$ cat src/rtl/mem_access_ctrl_pkg.sv
// Shared types and defaults for the memory access sequencer.
// Consumed by mem_access_ctrl and mem_timeout_ctr.
package mem_ctrl_pkg;

    typedef enum logic [1:0] {
        IDLE = 2'd0,
        BUSY = 2'd1,
        DONE = 2'd2
    } state_t;

    localparam int ADDR_W_DEF  = 32;
    localparam int DATA_W_DEF  = 32;
    localparam int TIMEOUT_DEF = 16;

    function automatic int ctr_w(input int timeout);
        return $clog2(timeout + 1);
    endfunction

endpackage

$ cat src/rtl/mem_access_ctrl_if.sv
// Request/ack bus between the access sequencer and unified memory.
// master drives the request, slave returns ack and read data.
interface mem_access_ctrl_if #(
    parameter int ADDR_W = 32,
    parameter int DATA_W = 32
);

    logic              mem_req;
    logic              mem_we;
    logic [ADDR_W-1:0] mem_addr;
    logic [DATA_W-1:0] mem_wdata;
    logic              mem_ack;
    logic [DATA_W-1:0] mem_rdata;

    modport master (
        output mem_req,
        output mem_we,
        output mem_addr,
        output mem_wdata,
        input  mem_ack,
        input  mem_rdata
    );

    modport slave (
        input  mem_req,
        input  mem_we,
        input  mem_addr,
        input  mem_wdata,
        output mem_ack,
        output mem_rdata
    );

endinterface

$ cat src/rtl/mem_access_ctrl_timeout.sv
// BUSY-cycle watchdog: expired flags the last cycle a request may
// wait for its ack (count == TIMEOUT-1).
module mem_timeout_ctr
    import mem_ctrl_pkg::*;
#(
    parameter int TIMEOUT = TIMEOUT_DEF
) (
    input  logic clk,
    input  logic reset,
    input  logic clear,
    input  logic enable,
    output logic expired
);

    localparam int CW = ctr_w(TIMEOUT);

    logic [CW-1:0] count;

    always_ff @(posedge clk or posedge reset) begin
        if (reset) begin
            count <= '0;
        end else if (clear) begin
            count <= '0;
        end else if (enable) begin
            count <= count + CW'(1);
        end
    end

    assign expired = (count == CW'(TIMEOUT - 1));

endmodule

$ cat src/rtl/mem_access_ctrl.sv
// Turns level-held fetch/load/store intents into one valid/ack memory
// transaction each; optional alignment trap via MEM_ALIGN_CHECK_EN.
module mem_access_ctrl
    import mem_ctrl_pkg::*;
#(
    parameter int ADDR_W  = ADDR_W_DEF,
    parameter int DATA_W  = DATA_W_DEF,
    parameter int TIMEOUT = TIMEOUT_DEF
) (
    input  logic              clk,
    input  logic              reset,
    input  logic              acc_rd,
    input  logic              acc_wr,
    input  logic [ADDR_W-1:0] acc_addr,
    input  logic [DATA_W-1:0] acc_wdata,
    output logic              stall,
    output logic [DATA_W-1:0] rdata,
    output logic              rdata_vld,
    output logic              bus_err,
    mem_access_ctrl_if.master mem
);

    state_t            state;
    logic              req_q;
    logic              we_q;
    logic [ADDR_W-1:0] addr_q;
    logic [DATA_W-1:0] wdata_q;
    logic              req_any;
    logic              expired;
    logic              busy;

    assign req_any = acc_rd | acc_wr;
    assign busy    = (state == BUSY);
    assign stall   = ((state == IDLE) & req_any) | busy;

    assign mem.mem_req   = req_q;
    assign mem.mem_we    = we_q;
    assign mem.mem_addr  = addr_q;
    assign mem.mem_wdata = wdata_q;

`ifdef MEM_ALIGN_CHECK_EN
    logic misaligned;
    assign misaligned = (acc_addr[1:0] != 2'b00);
`endif

    mem_timeout_ctr #(
        .TIMEOUT (TIMEOUT)
    ) u_timeout (
        .clk     (clk),
        .reset   (reset),
        .clear   ((state == IDLE) & req_any),
        .enable  (busy & ~mem.mem_ack),
        .expired (expired)
    );

    always_ff @(posedge clk or posedge reset) begin
        if (reset) begin
            state     <= IDLE;
            req_q     <= 1'b0;
            we_q      <= 1'b0;
            addr_q    <= '0;
            wdata_q   <= '0;
            rdata     <= '0;
            rdata_vld <= 1'b0;
            bus_err   <= 1'b0;
        end else begin
            unique case (state)
                IDLE: begin
                    rdata_vld <= 1'b0;
                    if (req_any) begin
                        // conflicting intents: the write is issued
                        if (acc_rd & acc_wr) begin
                            bus_err <= 1'b1;
                        end
`ifdef MEM_ALIGN_CHECK_EN
                        if (misaligned) begin
                            state     <= DONE;
                            bus_err   <= 1'b1;
                            rdata_vld <= ~acc_wr;
                        end else begin
                            state   <= BUSY;
                            req_q   <= 1'b1;
                            we_q    <= acc_wr;
                            addr_q  <= acc_addr;
                            wdata_q <= acc_wdata;
                        end
`else
                        state   <= BUSY;
                        req_q   <= 1'b1;
                        we_q    <= acc_wr;
                        addr_q  <= acc_addr;
                        wdata_q <= acc_wdata;
`endif
                    end
                end
                BUSY: begin
                    // ack beats a simultaneous timeout
                    if (mem.mem_ack) begin
                        state     <= DONE;
                        req_q     <= 1'b0;
                        rdata_vld <= ~we_q;
                        if (!we_q) begin
                            rdata <= mem.mem_rdata;
                        end
                    end else if (expired) begin
                        state     <= DONE;
                        req_q     <= 1'b0;
                        bus_err   <= 1'b1;
                        rdata_vld <= ~we_q;
                    end
                end
                DONE: begin
                    state     <= IDLE;
                    rdata_vld <= 1'b0;
                end
                default: begin
                    state <= IDLE;
                end
            endcase
        end
    end

endmodule

$ cat src/flat_wrapper.sv
// flat-port wrapper written by rule: the top's interface ports become plain ports
module mem_access_ctrl_flat import mem_ctrl_pkg::*;
#(
    parameter int ADDR_W  = ADDR_W_DEF,
    parameter int DATA_W  = DATA_W_DEF,
    parameter int TIMEOUT = TIMEOUT_DEF
)
  (clk, reset, acc_rd, acc_wr, acc_addr, acc_wdata, stall, rdata, rdata_vld, bus_err, mem_mem_req, mem_mem_we, mem_mem_addr, mem_mem_wdata, mem_mem_ack, mem_mem_rdata);
  mem_access_ctrl_if #(.ADDR_W(ADDR_W), .DATA_W(DATA_W)) mem_i ();
  input  logic clk;
  input  logic reset;
  input  logic acc_rd;
  input  logic acc_wr;
  input  logic [ADDR_W-1:0] acc_addr;
  input  logic [DATA_W-1:0] acc_wdata;
  output logic stall;
  output logic [DATA_W-1:0] rdata;
  output logic rdata_vld;
  output logic bus_err;
  output wire logic [$bits(mem_i.mem_req)-1:0] mem_mem_req;
  output wire logic [$bits(mem_i.mem_we)-1:0] mem_mem_we;
  output wire logic [$bits(mem_i.mem_addr)-1:0] mem_mem_addr;
  output wire logic [$bits(mem_i.mem_wdata)-1:0] mem_mem_wdata;
  input wire logic [$bits(mem_i.mem_ack)-1:0] mem_mem_ack;
  input wire logic [$bits(mem_i.mem_rdata)-1:0] mem_mem_rdata;
  assign mem_mem_req = mem_i.mem_req;
  assign mem_mem_we = mem_i.mem_we;
  assign mem_mem_addr = mem_i.mem_addr;
  assign mem_mem_wdata = mem_i.mem_wdata;
  assign mem_i.mem_ack = mem_mem_ack;
  assign mem_i.mem_rdata = mem_mem_rdata;
  mem_access_ctrl #(.ADDR_W(ADDR_W), .DATA_W(DATA_W), .TIMEOUT(TIMEOUT)) u_core (.clk(clk), .reset(reset), .acc_rd(acc_rd), .acc_wr(acc_wr), .acc_addr(acc_addr), .acc_wdata(acc_wdata), .stall(stall), .rdata(rdata), .rdata_vld(rdata_vld), .bus_err(bus_err), .mem(mem_i));
endmodule
$ cat config.mk
export PLATFORM = sky130hd
export DESIGN_NAME = mem_access_ctrl_flat
export DESIGN_NICKNAME = d
export VERILOG_FILES = /design/src/rtl/mem_access_ctrl_pkg.sv /design/src/rtl/mem_access_ctrl_if.sv /design/src/rtl/mem_access_ctrl_timeout.sv /design/src/rtl/mem_access_ctrl.sv /design/src/flat_wrapper.sv
export SDC_FILE = /design/constraint.sdc
export NUM_CORES = 1
export LEC_CHECK = 0
export CORE_UTILIZATION = 44
export DETAILED_ROUTE_END_ITERATION = 10
export MAX_ROUTING_LAYER = met4
export PLACE_DENSITY_LB_ADDON = 0.08
export SYNTH_ARGS = -nofsm -noshare
export SYNTH_HDL_FRONTEND = slang
export SYNTH_HIERARCHICAL = 1
export SYNTH_SLANG_ARGS = --single-unit
$ cat constraint.sdc
create_clock -name clk -period 5.9 [get_ports clk]
set_input_delay 0.885 -clock clk [delete_from_list [all_inputs] [get_ports clk]]
set_output_delay 0.885 -clock clk [all_outputs]
set_load 0.1 [all_outputs]
## After elaboration in Yosys (flattened, before gate mapping)

Index checks and enable logic that the tools add are counted.

- Bitwise logic cells: 7
- Add/sub/neg operators: 1
- Div/mod/pow operators: 0
- Reductions and logical operators: 11
- Multiply operators: 0
- Magnitude comparators: 0
- Multiplexer cells: 18
- Eq/ne operators: 8
- Shifts and indexed selects: 0

Operators by type and width:

| cell | count |
|---|---|
| $mux W5 | 2 |
| $mux W1 | 9 |
| $mux W2 | 3 |
| $pmux W1 S2 | 3 |
| $reduce_and A2 Y1 | 3 |
| $reduce_and A3 Y1 | 2 |
| $reduce_bool A2 Y1 | 3 |
| $add A5 B1 Y5 const B | 1 |
| $eq A5 B4 Y1 const B | 1 |
| $reduce_and A5 Y1 | 1 |
| $ne A2 B1 Y1 const B | 2 |
| $ne A2 B2 Y1 const B | 2 |
| $pmux W2 S2 | 1 |
| $and A1 B1 Y1 | 3 |
| $ne A3 B2 Y1 const B | 1 |
| $eq A2 B1 Y1 const B | 1 |
| $eq A2 B2 Y1 const B | 1 |
| $logic_not A2 Y1 | 1 |
| $not A1 Y1 | 2 |
| $or A1 B1 Y1 | 2 |
| $reduce_or A2 Y1 | 1 |

- Bits in latches: 0
- Bits of input ports: 101
- Bits in read-only memories: 0
- Register bits: 107
- RAM bits: 0
- Memories kept: 0

## Logic depth before layout (Yosys ltp)

Gate-level depths: netlist of run 1.

- Depth after elaboration: 4
- Depth in mapped cells: 7
- Depth with buffers taken out: 6

## Modules after synthesis

The synthesis of run 1 kept the hierarchy.

By module, submodules not included:

| module | area an instance (sq um) | times used | cells an instance | sequential area each (sq um) |
|---|---|---|---|---|
| mem_access_ctrl | 3,868.7 | 1 | 228 | 2,552.4 |
| mem_timeout_ctr | 282.8 | 1 | 24 | 125.1 |

## Least setup slack after synthesis of run 1

Ideal clock, no wire load.

- Path kind: input-to-output
- Start: input port acc_wr
- End: output port stall
- Data arrival time: 1,611 ps
- Data required time: 5,015 ps
- Stages on the path: 2
- Setup slack: 3,404 ps
- Path through: o21ai_2 -> nand2_1

- Longest elaborated chain between the ends: 3

RTL lines:

| element | RTL line | text |
|---|---|---|
| start, declared | flat_wrapper.sv:13 | `input logic acc_wr;` |
| $or A1 B1 Y1 | mem_access_ctrl.sv:32 | `assign req_any = acc_rd \| acc_wr;` |
| $and A1 B1 Y1 | mem_access_ctrl.sv:34 | `assign stall = ((state == IDLE) & req_any) \| busy;` |
| $or A1 B1 Y1 | mem_access_ctrl.sv:34 |  |
| end, declared | flat_wrapper.sv:16 | `output logic stall;` |

No other way between the ends.

## Worst setup path after layout of run 1

Ends and elaborated chain as after synthesis.

==> out/results.ini, run 1 <==
[timing]
fin_crit_ns = 3.61
setup_tns_ns = 0
fin_crit_sh = 0.613
worstMarginPinSlew_ns = 1.01
finalMaxSlewViolations = 0
rsz0062_at_grt = false
hold_violations = 0
slew_headroom = 0.322
max_freq_mhz = 277
setup_viol = 0
clock_skew_ns = 0.00990

[detailed_routing]
vias_per_cell = 4.92
vias = 2807
drtPass1Iterations = 4
totalWireLength_um = 9200
drt_iter0_markers = 30
drc = 0
wl_per_cell_um = 16.1
drtAntennaViolNets = 0

[clock_tree]
cts_tree = done
cts_num_sinks = 107
post_cts_buffers = 0
cts_root_buffer = clkbuf_8
cts_resized = 0
clk_latency_ns = 0.35
hold_buffers = 0
cts_max_path_buffers = 2
clkTransAtPathRegs_ns = 0.10
cts_buffers = 9
h-tree-depth = 3

[floorplan]
num_io_pins = 202
rows = 35
die_w_um = 99.1
die_height_um = 99.1
coreArea_sq_um = 9200
start_util = 0.451
die_area_sq_um = 9830

[setup_path]
crit_chain = clkdlybuf4s50_1 > o21ai_2 > nand2_1 > clkdlybuf4s50_1
critPathSlowestCell = clkdlybuf4s50_1
crit_top_cell = clkdlybuf4s50_1
critPathArrivalTime_ns = 2.73
path_delay_family = buffers and inverters
end_kind = output port
path_buf_inv = 2
start_kind = input port
critPathKind = in -> out
critPathRequiredTime_ns = 5.02
path_max_fanout = 4
critPathMaxStageDelay_ns = 1.13

[global_route]
grt_pass1_wl_um = 14500
grt_use_total = 0.200
grt_max_degree = 54
grt_pass1_vias = 2849
antenna_found_initial = 0
grt_overflow_total = 0

[layout]
multi_input_area_sq_um = 1350
fin_nets = 559
syn2layout_area_growth_pct = 54.5
drive_above_1_share = 0.267
n_antenna_cell = 0
layout_common_cells = 201 x clkdlybuf4s50_1, 107 x dfrtp_1, 96 x mux2_2
fill_cells = 675
final_common_cell = clkdlybuf4s50_1
regArea_sq_um = 2680

[placement]
portBuffers = 201
gp_congestion = 0.727
hpwl_um = 6760

[worst_hold_path]
hp-class = reg -> reg

[run_status]
status = complete, no violations

[synthesis]
syn_avg_cell_area_sq_um = 16.5
ys_types = 29
yosys_warnings = 6
ys_ff_latch = 107
yosysSeqAreaShare = 0.645
syn_area_sq_um = 4150
netlist_instances = 252
syn-num-nets = 355

[run]
cap_viol_max_count = 0

-- sequential cells by signal, indices dropped and copies added (netlist names) --
signal and cells:
u_core/mem.mem_addr 32, u_core/bus_err 1, u_core/u_timeout/count 5, u_core/rdata_vld 1, u_core/state 2, u_core/mem.mem_req 1, u_core/rdata 32, u_core/mem.mem_we 1
u_core/mem.mem_wdata 32
-- cells in the mapped netlist --
cell | count | area (sq um)
nand2b_4 | 1 | 13.8
mux2_4 | 1 | 15.0
buf_4 | 1 | 7.51
mux2i_1 | 1 | 10.0
nand2_1 | 3 | 11.3
mux2_2 | 96 | 1080
nor2_1 | 7 | 26.3
xnor2_1 | 1 | 8.76
dfrtp_1 | 107 | 2680
ha_1 | 2 | 25.0
a22o_1 | 1 | 8.76
buf_2 | 1 | 5.00
a211o_1 | 1 | 8.76
a21oi_1 | 1 | 5.00
a21bo_2 | 1 | 10.0
nand3b_1 | 1 | 7.51
inv_1 | 4 | 15.0
and3_1 | 2 | 12.5
o31ai_1 | 1 | 7.51
o21ai_0 | 2 | 10.0
nand4_4 | 1 | 21.3
o21ai_2 | 1 | 8.76
nor2_2 | 1 | 6.26
a21boi_0 | 1 | 7.51
and2b_1 | 1 | 7.51
nor3b_4 | 1 | 18.8
buf_6 | 9 | 101
or3_1 | 1 | 6.26
a211oi_1 | 1 | 7.51
-- metal layers --
metal  vias to the layer above  track usage  share of wire
met5                         -            -              0
met4                         0       0.0667         0.0080
met3                         8       0.0527          0.078
met2                       124        0.328           0.49
met1                      1379        0.243           0.43
li1                       1296            -              -
-- cells by family after synthesis --
family / after synthesis / share of synthesized area
multiplexers: 98 / 0.266
flip-flops: 107 / 0.645
XOR/XNOR: 1 / 0.00211
AO/OA/AOI/OAI: 10 / 0.0178
adder cells (fa/ha/maj): 2 / 0.00603
buffers and inverters: 15 / 0.0310
AND/OR/NAND/NOR: 19 / 0.0316
-- path summary, 6_finish.rpt --
kind | cells after the start | from | slack [ns] | endpoint
hold reg to reg | 1 | u_core/bus_err | 0.49 | u_core/bus_err
hold / removal | 1 | u_core/bus_err | 0.49 | u_core/bus_err
min in group asynchronous | 2 | reset | 0.82 | u_core/u_timeout/count[4]
setup / recovery | 4 | acc_wr | 2.29 | stall
max in group asynchronous | 3 | reset | 3.82 | u_core/rdata[15]
setup reg to reg | 6 | u_core/state[1] | 3.55 | u_core/u_timeout/count[3]
-- stage by stage --
stage / instances / utilization / hold WS, ns / setup slack [ns] / area [sq um]
detailed placement: 556 / 0.676 / 0.466 / 2.30 / 6210
global route: 571 / 0.698 / 0.498 / 2.22 / 6410
CTS: 571 / 0.698 / 0.490 / 2.29 / 6410
global placement: 556 / 0.676 / 0.445 / 2.32 / 6210
finish: 571 / 0.698 / 0.485 / 2.29 / 6410
floorplan: 252 / - / 0.542 / 2.34 / 4150
-- cell type report --
class / instances / area share
inverter: 4 / 0.00273
multi-input combinational: 130 / 0.210
timing repair buffer: 204 / 0.317
clock buffer: 11 / 0.0236
sequential: 107 / 0.417
tap: 111 / 0.0217
clock inverter: 4 / 0.00780
Power of run 1 is left out: the tool's default activity adds up to more than one toggle a clock period on the data nets, which glitch-free logic cannot reach.
==> run 2: changes to the inputs <==
--- a/config.mk
+++ b/config.mk
@@ -5,7 +5,7 @@
 export SDC_FILE = /design/constraint.sdc
 export NUM_CORES = 1
 export LEC_CHECK = 0
-export CORE_UTILIZATION = 44
+export CORE_UTILIZATION = 41
 export DETAILED_ROUTE_END_ITERATION = 10
 export MAX_ROUTING_LAYER = met4
 export PLACE_DENSITY_LB_ADDON = 0.08
==> constraint.sdc (replaced) <==
create_clock -name clk -period 3.6 [get_ports clk]
set_input_delay 0.54 -clock clk [delete_from_list [all_inputs] [get_ports clk]]
set_output_delay 0.54 -clock clk [all_outputs]
set_load 0.1 [all_outputs]
==> out/results.ini, run 2 (synthesized netlist as in run 1, its figures left out) <==
[run_status]
status = complete, no violations  ; unchanged

[setup_path]
critPathSlowestCell = clkdlybuf4s50_1  ; unchanged
start_kind = register  ; was input port
critPathMaxStageDelay_ns = 1.17  ; was 1.13 ns
critPathRequiredTime_ns = 3.06  ; was 5.02 ns
critPathKind = reg -> out  ; was in -> out
end_kind = output port  ; unchanged
crit_chain = clkdlybuf4s50_1  ; was clkdlybuf4s50_1 > o21ai_2 > nand2_1 > clkdlybuf4s50_1
path_delay_family = buffers and inverters  ; unchanged
path_buf_inv = 1  ; was 2
critPathArrivalTime_ns = 1.98  ; was 2.73 ns
path_max_fanout = 4  ; unchanged

[timing]
clock_skew_ns = 0.0102  ; was 0.00990 ns
worstMarginPinSlew_ns = 1.02  ; was 1.01 ns
fin_crit_ns = 2.53
finalMaxSlewViolations = 0  ; unchanged
rsz0062_at_grt = false  ; unchanged
hold_violations = 0  ; unchanged
fin_crit_sh = 0.701
setup_viol = 0  ; unchanged
slew_headroom = 0.316  ; was 0.322
setup_tns_ns = 0  ; unchanged
max_freq_mhz = 396

[clock_tree]
cts_num_sinks = 107  ; unchanged
cts_max_path_buffers = 2  ; unchanged
cts_tree = done  ; unchanged
cts_buffers = 9  ; unchanged
cts_resized = 0  ; unchanged
clk_latency_ns = 0.36  ; was 0.35 ns
post_cts_buffers = 0  ; unchanged
h-tree-depth = 3  ; unchanged
hold_buffers = 0  ; unchanged
cts_root_buffer = clkbuf_8  ; unchanged
clkTransAtPathRegs_ns = 0.11  ; was 0.10 ns

[floorplan]
start_util = 0.425  ; was 0.451
coreArea_sq_um = 9770  ; was 9200 sq um
die_height_um = 103  ; was 99.1 um
rows = 36  ; was 35
die_area_sq_um = 10500  ; was 9830 sq um
die_w_um = 103  ; was 99.1 um
num_io_pins = 202  ; unchanged

[global_route]
grt_max_degree = 61  ; was 54
grt_pass1_wl_um = 14300  ; was 14500 um
grt_use_total = 0.187  ; was 0.200
grt_overflow_total = 0  ; unchanged
antenna_found_initial = 0  ; unchanged
grt_pass1_vias = 2914  ; was 2849

[layout]
fill_cells = 754  ; was 675
n_antenna_cell = 0  ; unchanged
drive_above_1_share = 0.271  ; was 0.267
syn2layout_area_growth_pct = 55.8  ; was 54.5%
fin_nets = 559  ; unchanged
regArea_sq_um = 2680  ; unchanged
multi_input_area_sq_um = 1350  ; unchanged
layout_common_cells = 200 x clkdlybuf4s50_1, 107 x dfrtp_1, 96 x mux2_2  ; was 201 x clkdlybuf4s50_1, 107 x dfrtp_1, 96 x mux2_2
final_common_cell = clkdlybuf4s50_1  ; unchanged

[run]
cap_viol_max_count = 0  ; unchanged

[detailed_routing]
vias = 2798  ; was 2807
drtAntennaViolNets = 0  ; unchanged
drt_iter0_markers = 59  ; was 30
drc = 0  ; unchanged
drtPass1Iterations = 4  ; unchanged
vias_per_cell = 4.71  ; was 4.92
wl_per_cell_um = 15.8  ; was 16.1 um
totalWireLength_um = 9380  ; was 9200 um

[worst_hold_path]
hp-class = in -> async  ; was reg -> reg

[placement]
gp_congestion = 0.733  ; was 0.727
hpwl_um = 7070  ; was 6760 um
portBuffers = 201  ; unchanged

-- run 2: layer usage --
layer,vias up,part of all wire,global-route usage
met2,123,0.48,0.293
met3,13,0.088,0.0454
met4,0,0.020,0.0780
met5,-,0,-
met1,1368,0.41,0.233
li1,1294,-,-
-- run 2: layout make-up --
class / instances / share of cell area
Inverter: 4 / 0.00271
Tap cell: 133 / 0.0257
Clock inverter: 7 / 0.0128
Timing Repair Buffer: 204 / 0.318
Sequential cell: 107 / 0.414
Clock buffer: 9 / 0.0191
Multi-Input combinational cell: 130 / 0.208
-- run 2: stage by stage --
| step | instances | utilization | cell area (sq um) | hold slack, ns | setup WS, ns |
|---|---|---|---|---|---|
| 6_report | 594 | 0.662 | 6470 | 0.469 | 1.08 |
| 5_1_grt | 594 | 0.662 | 6470 | 0.471 | 1.02 |
| 4_1_cts | 594 | 0.662 | 6470 | 0.457 | 1.03 |
| 3_5_place_dp | 578 | 0.641 | 6260 | 0.470 | 1.09 |
| 3_3_place_gp | 578 | 0.641 | 6260 | 0.450 | 1.12 |
| 2_1_floorplan | 252 | - | 4150 | 0.319 | 0.385 |
-- run 2: worst paths after layout --
kind,cells after the start,from,end,slack (ns)
worst max-delay path,1,u_core/mem.mem_we,mem_mem_we,1.08
worst min-delay path,2,reset,u_core/u_timeout/count[4],0.47
worst max register to register,5,u_core/state[1],u_core/mem.mem_addr[3],1.55
worst min register to register,1,u_core/bus_err,u_core/bus_err,0.49
max in group asynchronous,3,reset,u_core/mem.mem_wdata[24],2.20
min in group clk,1,u_core/bus_err,u_core/bus_err,0.49
Power of run 2 is left out for the same reason.
==> run 3: changes to the inputs <==
--- a/config.mk
+++ b/config.mk
@@ -5,7 +5,7 @@
 export SDC_FILE = /design/constraint.sdc
 export NUM_CORES = 1
 export LEC_CHECK = 0
-export CORE_UTILIZATION = 41
+export CORE_UTILIZATION = 37
 export DETAILED_ROUTE_END_ITERATION = 10
 export MAX_ROUTING_LAYER = met4
 export PLACE_DENSITY_LB_ADDON = 0.08
==> constraint.sdc (replaced) <==
create_clock -name clk -period 2.2 [get_ports clk]
set_input_delay 0.33 -clock clk [delete_from_list [all_inputs] [get_ports clk]]
set_output_delay 0.33 -clock clk [all_outputs]
set_load 0.1 [all_outputs]
==> out/results.ini, run 3 (synthesized netlist as in run 1, its figures left out) <==
[setup_path]
reg2regPathDepth = 6  ; was 5
critPathArrivalTime_ns = 1.38  ; was 1.98 ns
critPathKind = reg -> out  ; unchanged
start_kind = register  ; unchanged
rr_startpoint = u_core/u_timeout/count[0]  ; was u_core/state[1]
critPathSlowestCell = dfrtp_1  ; was clkdlybuf4s50_1
path_max_fanout = 4  ; unchanged
reg2reg_slack_ns = 0.52  ; was 1.55 ns
end_kind = output port  ; unchanged
critPathMaxStageDelay_ns = 0.42  ; was 1.17 ns
r2r-end = u_core/rdata_vld  ; was u_core/mem.mem_addr[3]
cp.depth = 4  ; was 1
critPathRequiredTime_ns = 1.87  ; was 3.06 ns
crit_chain = nor2_2 > o21ai_2 > nand2_1 > buf_12  ; was clkdlybuf4s50_1
path_delay_family = flip-flops  ; was buffers and inverters
path_buf_inv = 1  ; unchanged

[clock_tree]
cts_resized = 0  ; unchanged
clk_latency_ns = 0.36  ; about the same
cts_tree = done  ; unchanged
post_cts_buffers = 0  ; unchanged
cts_max_path_buffers = 2  ; unchanged
h-tree-depth = 3  ; unchanged
cts_buffers = 9  ; unchanged
hold_buffers = 0  ; unchanged
cts_num_sinks = 107  ; unchanged
clkTransAtPathRegs_ns = 0.09  ; was 0.11 ns
cts_root_buffer = clkbuf_8  ; unchanged

[detailed_routing]
drc = 0  ; unchanged
vias = 2788  ; was 2798
drt_iter0_markers = 86  ; was 59
totalWireLength_um = 8800  ; was 9380 um
vias_per_cell = 4.62  ; was 4.71
drtAntennaViolNets = 0  ; unchanged
wl_per_cell_um = 14.6  ; was 15.8 um
drtPass1Iterations = 4  ; unchanged

[floorplan]
num_io_pins = 202  ; unchanged
coreArea_sq_um = 10900  ; was 9770 sq um
rows = 38  ; was 36
die_height_um = 108  ; was 103 um
start_util = 0.381  ; was 0.425
die_area_sq_um = 11600  ; was 10500 sq um
die_w_um = 108  ; was 103 um

[layout]
final_common_cell = dfrtp_1  ; was clkdlybuf4s50_1
syn2layout_area_growth_pct = 51.6  ; was 55.8%
n_antenna_cell = 0  ; unchanged
drive_above_1_share = 0.489  ; was 0.271
final_core_util = 0.578  ; was 0.662
layout_common_cells = 107 x dfrtp_1, 104 x buf_4, 100 x clkdlybuf4s50_1  ; was 200 x clkdlybuf4s50_1, 107 x dfrtp_1, 96 x mux2_2
layout.cells.non_filler = 604  ; was 594
fin_nets = 563  ; was 559

[timing]
setup_viol = 0  ; unchanged
rsz0062_at_grt = false  ; unchanged
clock_skew_ns = 0.0111  ; was 0.0102 ns
slew_headroom = 0.661  ; was 0.316
finalMaxSlewViolations = 0  ; unchanged
hold_slack_ns = 0.269  ; was 0.469 ns
fin_crit_ns = 1.71
hold_violations = 0  ; unchanged
setup_tns_ns = 0  ; unchanged
fin_crit_sh = 0.776
max_freq_mhz = 585
worstMarginPinSlew_ns = 0.509  ; was 1.02 ns

[global_route]
grt_overflow_total = 0  ; unchanged
grt_max_degree = 62  ; was 61
antenna_found_initial = 0  ; unchanged
grt_pass1_vias = 2804  ; was 2914
grt_use_total = 0.159  ; was 0.187
grt_pass1_wl_um = 13700  ; was 14300 um

[worst_hold_path]
hp-class = in -> async  ; unchanged

[placement]
portBuffers = 201  ; unchanged
hpwl_um = 6680  ; was 7070 um
gp_congestion = 0.728  ; was 0.733
numPlacedInstances = 589  ; was 578

[run_status]
status = complete, no violations  ; unchanged

[run]
cap_viol_max_count = 0  ; unchanged

==> run 3: how the worst max path moves through the flow <==
stage / startpoint / to
global route: u_core/state[1] / stall
global placement: acc_wr / u_core/mem.mem_wdata[6]
CTS: u_core/state[1] / stall
finish: u_core/state[1] / stall
detailed placement: acc_wr / u_core/mem.mem_wdata[18]
floorplan: u_core/mem.mem_we / u_core/rdata[0]
==> run 3: layout make-up <==
class                   instances  area, sq um
flip-flops and latches        107         2680
inverters                       4         18.8
clock inverters                 4         75.1
clock buffers                  11          141
well taps                     140          175
repair buffers                208         1860
fillers                       927         4590
multi-input cells             130         1350
==> run 3: worst reg2reg max path, stage by stage, from the launching register on <==
cell      delay, ns
dfrtp_1        0.44
ha_1           0.23
and3_1         0.17
ha_1           0.21
nor2_1         0.10
or3_1          0.30
a21boi_0       0.16
==> run 3: stage by stage <==
step                instance area (sq um)  setup WS [ns]
floorplan                            4160          0.376
global placement                     6080          0.308
detailed placement                   6080          0.256
CTS                                  6290          0.471
global route                         6290          0.401
finish                               6290          0.492
==> run 3: metal layers <==
layer / part of all wire / vias to the layer above / track usage
met1: 0.41 / 1344 / 0.198
met4: 0.021 / 0 / 0.0656
met2: 0.48 / 127 / 0.245
met5: 0 / - / -
li1: - / 1302 / -
met3: 0.087 / 15 / 0.0442
Power of run 3 is left out for the same reason.
